`src/rtl/dmem_load_unit_pkg.sv`:
```
// Shared definitions for the data-memory load path: format codes, FSM states
// and the legality/alignment rule applied when a request is accepted.
package dmem_load_unit_pkg;

  localparam logic [2:0] LD_W  = 3'b000;
  localparam logic [2:0] LD_H  = 3'b001;
  localparam logic [2:0] LD_HU = 3'b010;
  localparam logic [2:0] LD_B  = 3'b011;
  localparam logic [2:0] LD_BU = 3'b100;

  typedef enum logic [1:0] {
    ST_IDLE   = 2'd0,
    ST_ACCESS = 2'd1,
    ST_DONE   = 2'd2
  } ld_state_t;

  // True when the format is defined and the byte offset suits its width.
  function automatic logic ld_legal(input logic [2:0] fmt, input logic [1:0] lo);
    logic ok;
    case (fmt)
      LD_W:         ok = (lo == 2'b00);
      LD_H, LD_HU:  ok = (lo[0] == 1'b0);
      LD_B, LD_BU:  ok = 1'b1;
      default:      ok = 1'b0;
    endcase
    return ok;
  endfunction

endpackage

```
`src/rtl/dmem_load_unit_extract.sv`:
```
// Lane select and sign/zero extension of a 32-bit memory word for the
// supported load formats.
module load_extract
  import dmem_load_unit_pkg::*;
(
  input  logic [31:0] word,
  input  logic [1:0]  addr_lo,
  input  logic [2:0]  format,
  output logic [31:0] data
);

  logic [15:0] half;
  logic [7:0]  byte_sel;

  always_comb begin
    half = addr_lo[1] ? word[31:16] : word[15:0];
    case (addr_lo)
      2'b00:   byte_sel = word[7:0];
      2'b01:   byte_sel = word[15:8];
      2'b10:   byte_sel = word[23:16];
      default: byte_sel = word[31:24];
    endcase
  end

  always_comb begin
    data = '0;
    case (format)
      LD_W:    data = word;
      LD_H:    data = {{16{half[15]}}, half};
      LD_HU:   data = {16'h0000, half};
      LD_B:    data = {{24{byte_sel[7]}}, byte_sel};
      LD_BU:   data = {24'h000000, byte_sel};
      default: data = '0;
    endcase
  end

endmodule

```
`src/rtl/dmem_load_unit.sv`:
```
// Load controller: accepts a load, performs one memory read cycle and returns
// the extended result, or reports a misaligned/illegal request without access.
module dmem_load_unit #(
  parameter int unsigned ADDR_W = 11
) (
  input  logic              clk,
  input  logic              rst,
  input  logic              ld_req,
  input  logic [2:0]        ld_format,
  input  logic [31:0]       ld_addr,
  output logic              ld_ready,
  output logic              ld_done,
  output logic [31:0]       ld_data,
  output logic              ld_exc,
  output logic              dm_r,
  output logic [ADDR_W-1:0] dm_addr,
  input  logic [31:0]       dm_rdata
);
  import dmem_load_unit_pkg::*;

  ld_state_t         state;
  logic [2:0]        fmt_q;
  logic [1:0]        lo_q;
  logic [ADDR_W-1:0] waddr_q;
  logic [31:0]       ext_data;
  logic              unused_addr_hi;

  // Address bits above the memory's reach are deliberately ignored (wrap).
  assign unused_addr_hi = ^ld_addr[31:ADDR_W+2];

  load_extract u_extract (
    .word    (dm_rdata),
    .addr_lo (lo_q),
    .format  (fmt_q),
    .data    (ext_data)
  );

  assign ld_ready = (state != ST_ACCESS);
  assign ld_done  = (state == ST_DONE);
  assign dm_r     = (state == ST_ACCESS);
  assign dm_addr  = (state == ST_ACCESS) ? waddr_q : '0;

  always_ff @(posedge clk) begin
    if (rst) begin
      state   <= ST_IDLE;
      fmt_q   <= '0;
      lo_q    <= '0;
      waddr_q <= '0;
      ld_data <= '0;
      ld_exc  <= 1'b0;
    end else begin
      case (state)
        ST_IDLE, ST_DONE: begin
          if (ld_req) begin
            fmt_q   <= ld_format;
            lo_q    <= ld_addr[1:0];
            waddr_q <= ld_addr[ADDR_W+1:2];
            if (ld_legal(ld_format, ld_addr[1:0])) begin
              state <= ST_ACCESS;
            end else begin
              state   <= ST_DONE;
              ld_data <= '0;
              ld_exc  <= 1'b1;
            end
          end else begin
            state <= ST_IDLE;
          end
        end
        ST_ACCESS: begin
          ld_data <= ext_data;
          ld_exc  <= 1'b0;
          state   <= ST_DONE;
        end
        default: state <= ST_IDLE;
      endcase
    end
  end

endmodule
```
`config.mk`:
```
export PLATFORM = sky130hd
export DESIGN_NAME = dmem_load_unit
export DESIGN_NICKNAME = d
export VERILOG_FILES = /design/src/rtl/dmem_load_unit_pkg.sv /design/src/rtl/dmem_load_unit_extract.sv /design/src/rtl/dmem_load_unit.sv
export SDC_FILE = /design/constraint.sdc
export NUM_CORES = 1
export LEC_CHECK = 0
export ABC_AREA = 0
export BUFFER_PORTS_ARGS = -buffer_cell sky130_fd_sc_hd__buf_2
export CAP_MARGIN = 20
export CORE_AREA = 2 2 78 80
export CTS_BUF_LIST = sky130_fd_sc_hd__clkbuf_2
export CTS_CLUSTER_SIZE = 16
export DETAILED_ROUTE_END_ITERATION = 6
export DIE_AREA = 0 0 80 82
export PLACE_DENSITY_LB_ADDON = 0.15
export SYNTH_ARGS = -nofsm -noshare
export SYNTH_HDL_FRONTEND = slang
export SYNTH_SLANG_ARGS = --single-unit
```
`constraint.sdc`:
```
create_clock -name clk -period 1.79 [get_ports clk]
set_clock_uncertainty 0.1 [all_clocks]
set_input_delay 0.0895 -clock clk [delete_from_list [all_inputs] [get_ports clk]]
set_output_delay 0.0895 -clock clk [all_outputs]
set_load 0.02 [all_outputs]
```
Word-level counts from Yosys, hierarchy flattened --
Index checks and enable logic that the tools add are counted.
Word-level totals: register bits after elaboration 51, logic and storage cells 50, input bits 70
Operators by class: reductions and logical operators 11, multiplexer cells 17, equal/unequal tests 15, bitwise operators 1
Operator list (number):
- 32-bit case mux with 5 select lines | 1
- 32-bit two-way mux | 2
- 32-bit case mux with 2 select lines | 1
- 8-bit case mux with 3 select lines | 1
- 16-bit two-way mux | 1
- 3-bit by 2-bit == test with 1-bit output (second input constant) | 4
- 11-bit two-way mux | 1
- 3-bit by 1-bit == test with 1-bit output (second input constant) | 2
- 3-bit == test (second input constant) | 2
- 2-bit logical NOT | 3
- 3-bit logical NOT | 2
- 2-bit OR reduction | 3
- 1-bit two-way mux | 5
- 2-bit by 1-bit == test with 1-bit output (second input constant) | 2
- 2-bit == test (second input constant) | 2
- 2-bit two-way mux | 2
- 2-bit != test (second input constant) | 2
- 2-bit case mux with 2 select lines | 1
- 1-bit case mux with 3 select lines | 1
- 3-bit AND reduction | 1
- 2-bit by 1-bit != test with 1-bit output (second input constant) | 1
- 1-bit case mux with 2 select lines | 1
- 2-bit AND reduction | 1
- 2-bit nonzero test | 1
- 1-bit NOT | 1

Logic depth before layout (Yosys ltp) --
word-level depth 9, depth in mapped cells 7

By module --
Synthesis repeated with hierarchy kept, for this count alone.
Second synthesis, totals: cell total of the unflattened synthesis 424, area total of the unflattened synthesis 3477.1 um^2
Modules (own cells, without submodules):
- dmem_load_unit | times used 1, area each 2492.4 um^2, cells an instance 289, seq. area each 1021.0 um^2
- load_extract | times used 1, area each 984.7 um^2, cells an instance 135, seq. area each 0.0 um^2

Worst setup path after synthesis --
OpenSTA, ideal clock, no wires.
path kind register -> register, start point register fmt_q[2], end point register ld_data[10], path buffers 2, stages on the path, launching flop included 7, setup time 79 ps, setup slack 224 ps, data arrival time 1387 ps, cells stage by stage dfxtp_1 -> or4b_1 -> buf_2 -> buf_6 -> a21oi_1 -> o211ai_1 -> o211ai_1
On the way: word-level cells in the longest chain between the ends 3, elaborated cells on any way between the ends 7
Ends and longest elaborated chain:
- start, declared | RTL line dmem_load_unit.sv:22 | logic [2:0] fmt_q;
- start signal, assigned | RTL line dmem_load_unit.sv:55 | fmt_q <= ld_format;
- 3-bit == test (tied with other cells) | RTL line dmem_load_unit_extract.sv:27 | case (format)
- 32-bit case mux with 5 select lines (*) | RTL line dmem_load_unit_extract.sv:27
- 32-bit case mux with 2 select lines (*) | RTL line dmem_load_unit.sv:52 | case (state)
- end signal, assigned | RTL line dmem_load_unit.sv:70 | ld_data <= ext_data;
- end, declared | RTL line dmem_load_unit.sv:13 | output logic [31:0] ld_data,
Every way passes the cells marked *; elsewhere a longest branch is shown, timed or not. A chain may end at the register's enable or synchronous reset.

Final worst setup path --
start point input port ld_format[0], end point register ld_data[2]
On the way: word-level cells in the longest chain between the ends 8, elaborated cells on any way between the ends 13
Ends and longest elaborated chain:
- start, declared | RTL line dmem_load_unit.sv:9 | input logic [2:0] ld_format,
- 3-bit by 2-bit == test with 1-bit output (tied with other cells) | RTL line dmem_load_unit_pkg.sv:20 | case (fmt)
- 2-bit OR reduction | RTL line dmem_load_unit_pkg.sv:20
- 1-bit case mux with 3 select lines (*) | RTL line dmem_load_unit_pkg.sv:20
- 1-bit two-way mux (*) | RTL line dmem_load_unit.sv:54 | if (ld_req) begin
- 1-bit two-way mux (*) | RTL line dmem_load_unit.sv:52
- 1-bit two-way mux (*) | RTL line dmem_load_unit.sv:44 | if (rst) begin
- 2-bit != test (no line) (*)
- 3-bit AND reduction (no line) (*)
Every way passes the cells marked *; elsewhere a longest branch is shown, timed or not. The select of a mux whose other input is x is not followed.

==> qor.yml <==
status: "complete, no violations"
crit_start: "ld_format[0]"
pwr-share-comb_pct: 22.8
clk_pin_slew_ns: 0.25
p_int_mw: 1.840
yosysUniqueCellTypes: 38
crit_path_max_fanout: 14
critPathKind: "in2reg"
grt_max_degree: 24
power.share.switching_pct: 28.21
synth_top_cell_area_share_pct: 37.97
fill_cells: 470
clk_latency_ns: 0.43
syn_inst: 331
area_growth_pct: 44.63
fin_crit_sh_pct: 94.99
place_inst: 492
arrival_ns: 1.95
static-leakage-power_nw: 1.682
synth_top_area_cell: "dfxtp_1"
cts_buffers: 5
cts_setup_buffers: 0
maxCapViolations: 0
seqPwrFrac_pct: 47.5
avgSynthCellArea_um2: 8.123
yosys-top-cells-area: "dfxtp_1, o211ai_1, a21oi_1, o2bb2ai_1, nand2_1"
ys_warn_count: 0
fp-row-count: 28
dieArea_um2: 6560
cp-start-kind: "primary input"
wire_per_inst_um: 15.01
tightest_slew_ns: 0.5153
core_area_um2: 5746
worstHoldStart: "ld_req"
r2r_end: "ld_data[14]"
end_kind: "register"
place.gp.congestion: 0.8090
grt_pass1_wl_mm: 13.17
start_util_pct: 46.80
layout.cells.non_filler: 548
vias: 2930
netSwitchingPower_uw: 722.8
ys_seq_elements: 51
drt_first_pass_iters: 4
hold_viol: 0
synth.net_count: 401
peakVddDrop_uv: 540.8
clock.fmax_mhz: 588.1
place_hpwl_mm: 5.293
pwr-share-clk_pct: 29.7
finalSetupTns_ns: 0
first_global_vias: 2859
rsz0062_at_grt: "no"
die_h_um: 82
diodes: 0
ff2ff_setup_slack_ns: 0.13
netlist_area_um2: 2689
setup_viol: 0
worstReg2RegStart: "fmt_q[2]"
routed_wl_mm: 8.223
yosysSeqAreaShare_pct: 37.97
endpoint: "ld_data[2]"
cts-root-buf: "clkbuf_2"
ant_nets: 0
synthArstFlopShare_pct: 0
cts.sinks: 51
slew_headroom_pct: 64.91
ys.flop_type: "dfxtp_1"
finalNetCount: 542
vias_per_cell: 5.347
min_path_cells: 4
drive_gt1_share_pct: 29.81
drc: 0
grt-ovfl-total: 0
grt_util_all_layers_pct: 25.51
hold_path.class: "in2reg"
rr_worst_depth: 5
boundaryPins: 117
antenna_found_initial: 0
p_per_area_nw_per_um2: 659.0
portBuffers: 97
drtIter0Drc: 229
worst_ep_required_time_ns: 2.04
post-route-min-period_ns: 1.700
cts_max_path_buffers: 2
cts_tree: "yes"
die-width_um: 80
cts_max_level: 2
fin_util_pct: 67.68
slew_violations: 0
synth_edf_count: 0
==> sequential cells by signal, summed over array words and instances (netlist names) <==
| signal | cells |
|---|---|
| ld_data | 32 |
| state | 2 |
| lo_q | 2 |
| fmt_q | 3 |
| ld_exc | 1 |
| waddr_q | 11 |
==> cell usage after synthesis, types with 2 or more instances <==
master / count
and2_1: 11
o21ai_1: 2
o21ai_0: 22
buf_1: 3
nor2b_1: 20
clkbuf_1: 15
nor3b_1: 7
a21oi_1: 34
dfxtp_1: 51
buf_4: 3
buf_2: 7
mux2i_1: 3
o2bb2ai_1: 17
a22oi_1: 16
nand2_1: 34
or3b_1: 2
nor3_1: 8
inv_1: 15
nor2_1: 15
o211ai_1: 28
==> per-stage QoR <==
stage	power, mW	setup slack [ns]	area (um2)	hold WS [ns]
global route	2.682	0.004397	3889	0.01774
global placement	1.712	0.04294	3269	0.2297
CTS	2.563	0.01064	3856	0.02094
detailed placement	1.720	-0.01893	3269	0.2354
floorplan	1.540	0.2241	2689	0.1255
finish	2.563	0.08975	3889	0.02292
==> worst max-delay path, cell delays in order <==
cell,delay [ns]
dlygate4sd3_1,0.54
buf_2,0.14
or4b_4,0.55
o211ai_4,0.13
a211o_2,0.37
o211ai_1,0.13
==> kinds of logic (layout without fill, tap and decap cells) <==
kind of cell	count (synthesis)	in the layout	share of synthesized area, %
mux	4	4	1.629
compound gates	128	128	32.71
buf+inv	45	187	7.352
simple gates	103	103	20.34
flops	51	51	37.97
==> what timing repair did <==
action	4_1_cts	5_1_grt
pin swaps	0	1
hold buffers	48	0
hold endpoints to repair	51	0
setup endpoints to repair	18	26
gates resized for setup	4	12
==> worst min-delay path by stage <==
stage	endpoint
2_1_floorplan	waddr_q[0]
3_3_place_gp	waddr_q[2]
3_5_place_dp	waddr_q[8]
4_1_cts	state[0]
5_1_grt	waddr_q[7]
6_report	state[0]
==> cell usage in the layout (no fill, tap or decap), types with 6 or more instances in the layout <==
master         instances
nand2_1               34
nor2_1                15
clkbuf_2               6
buf_4                 16
nor3b_1                7
and2_1                11
o2bb2ai_1             17
dfxtp_1               48
a21oi_1               34
nor3_1                 8
o21ai_0               22
inv_1                 15
buf_2                 97
nor2b_1               19
dlygate4sd3_1         48
o211ai_1              28
a22oi_1               16
==> power groups by stage <==
| stage | registers, mW | logic [mW] | clock network (mW) |
|---|---|---|---|
| final | 1.22 | 0.584 | 0.761 |
| after global routing | 1.23 | 0.638 | 0.818 |
| after CTS | 1.22 | 0.570 | 0.776 |
| after detailed placement | 1.24 | 0.483 | 0 |
| after global placement | 1.24 | 0.476 | 0 |
| after floorplan | 1.26 | 0.279 | 0 |
==> layout make-up <==
type	instances	area [um2]	share of cell area [%]
Tap cell	75	93.84	2.413
Clock inverter	2	60.06	1.544
Timing Repair Buffer	164	1124	28.89
Inverter	15	56.30	1.448
Multi-Input combinational cell	235	1498	38.51
Clock buffer	6	30.03	0.7722
Sequential cell	51	1027	26.42
==> per-layer routing <==
metal | track usage, % | up-vias | wire length [um]
li1 | - | 1461 | -
met1 | 29.89 | 1352 | 3411
met2 | 46.83 | 104 | 4242
met3 | 4.615 | 13 | 399
met4 | 8.644 | 0 | 169
met5 | 0 | - | 0
(Power assumes the default switching activity.)
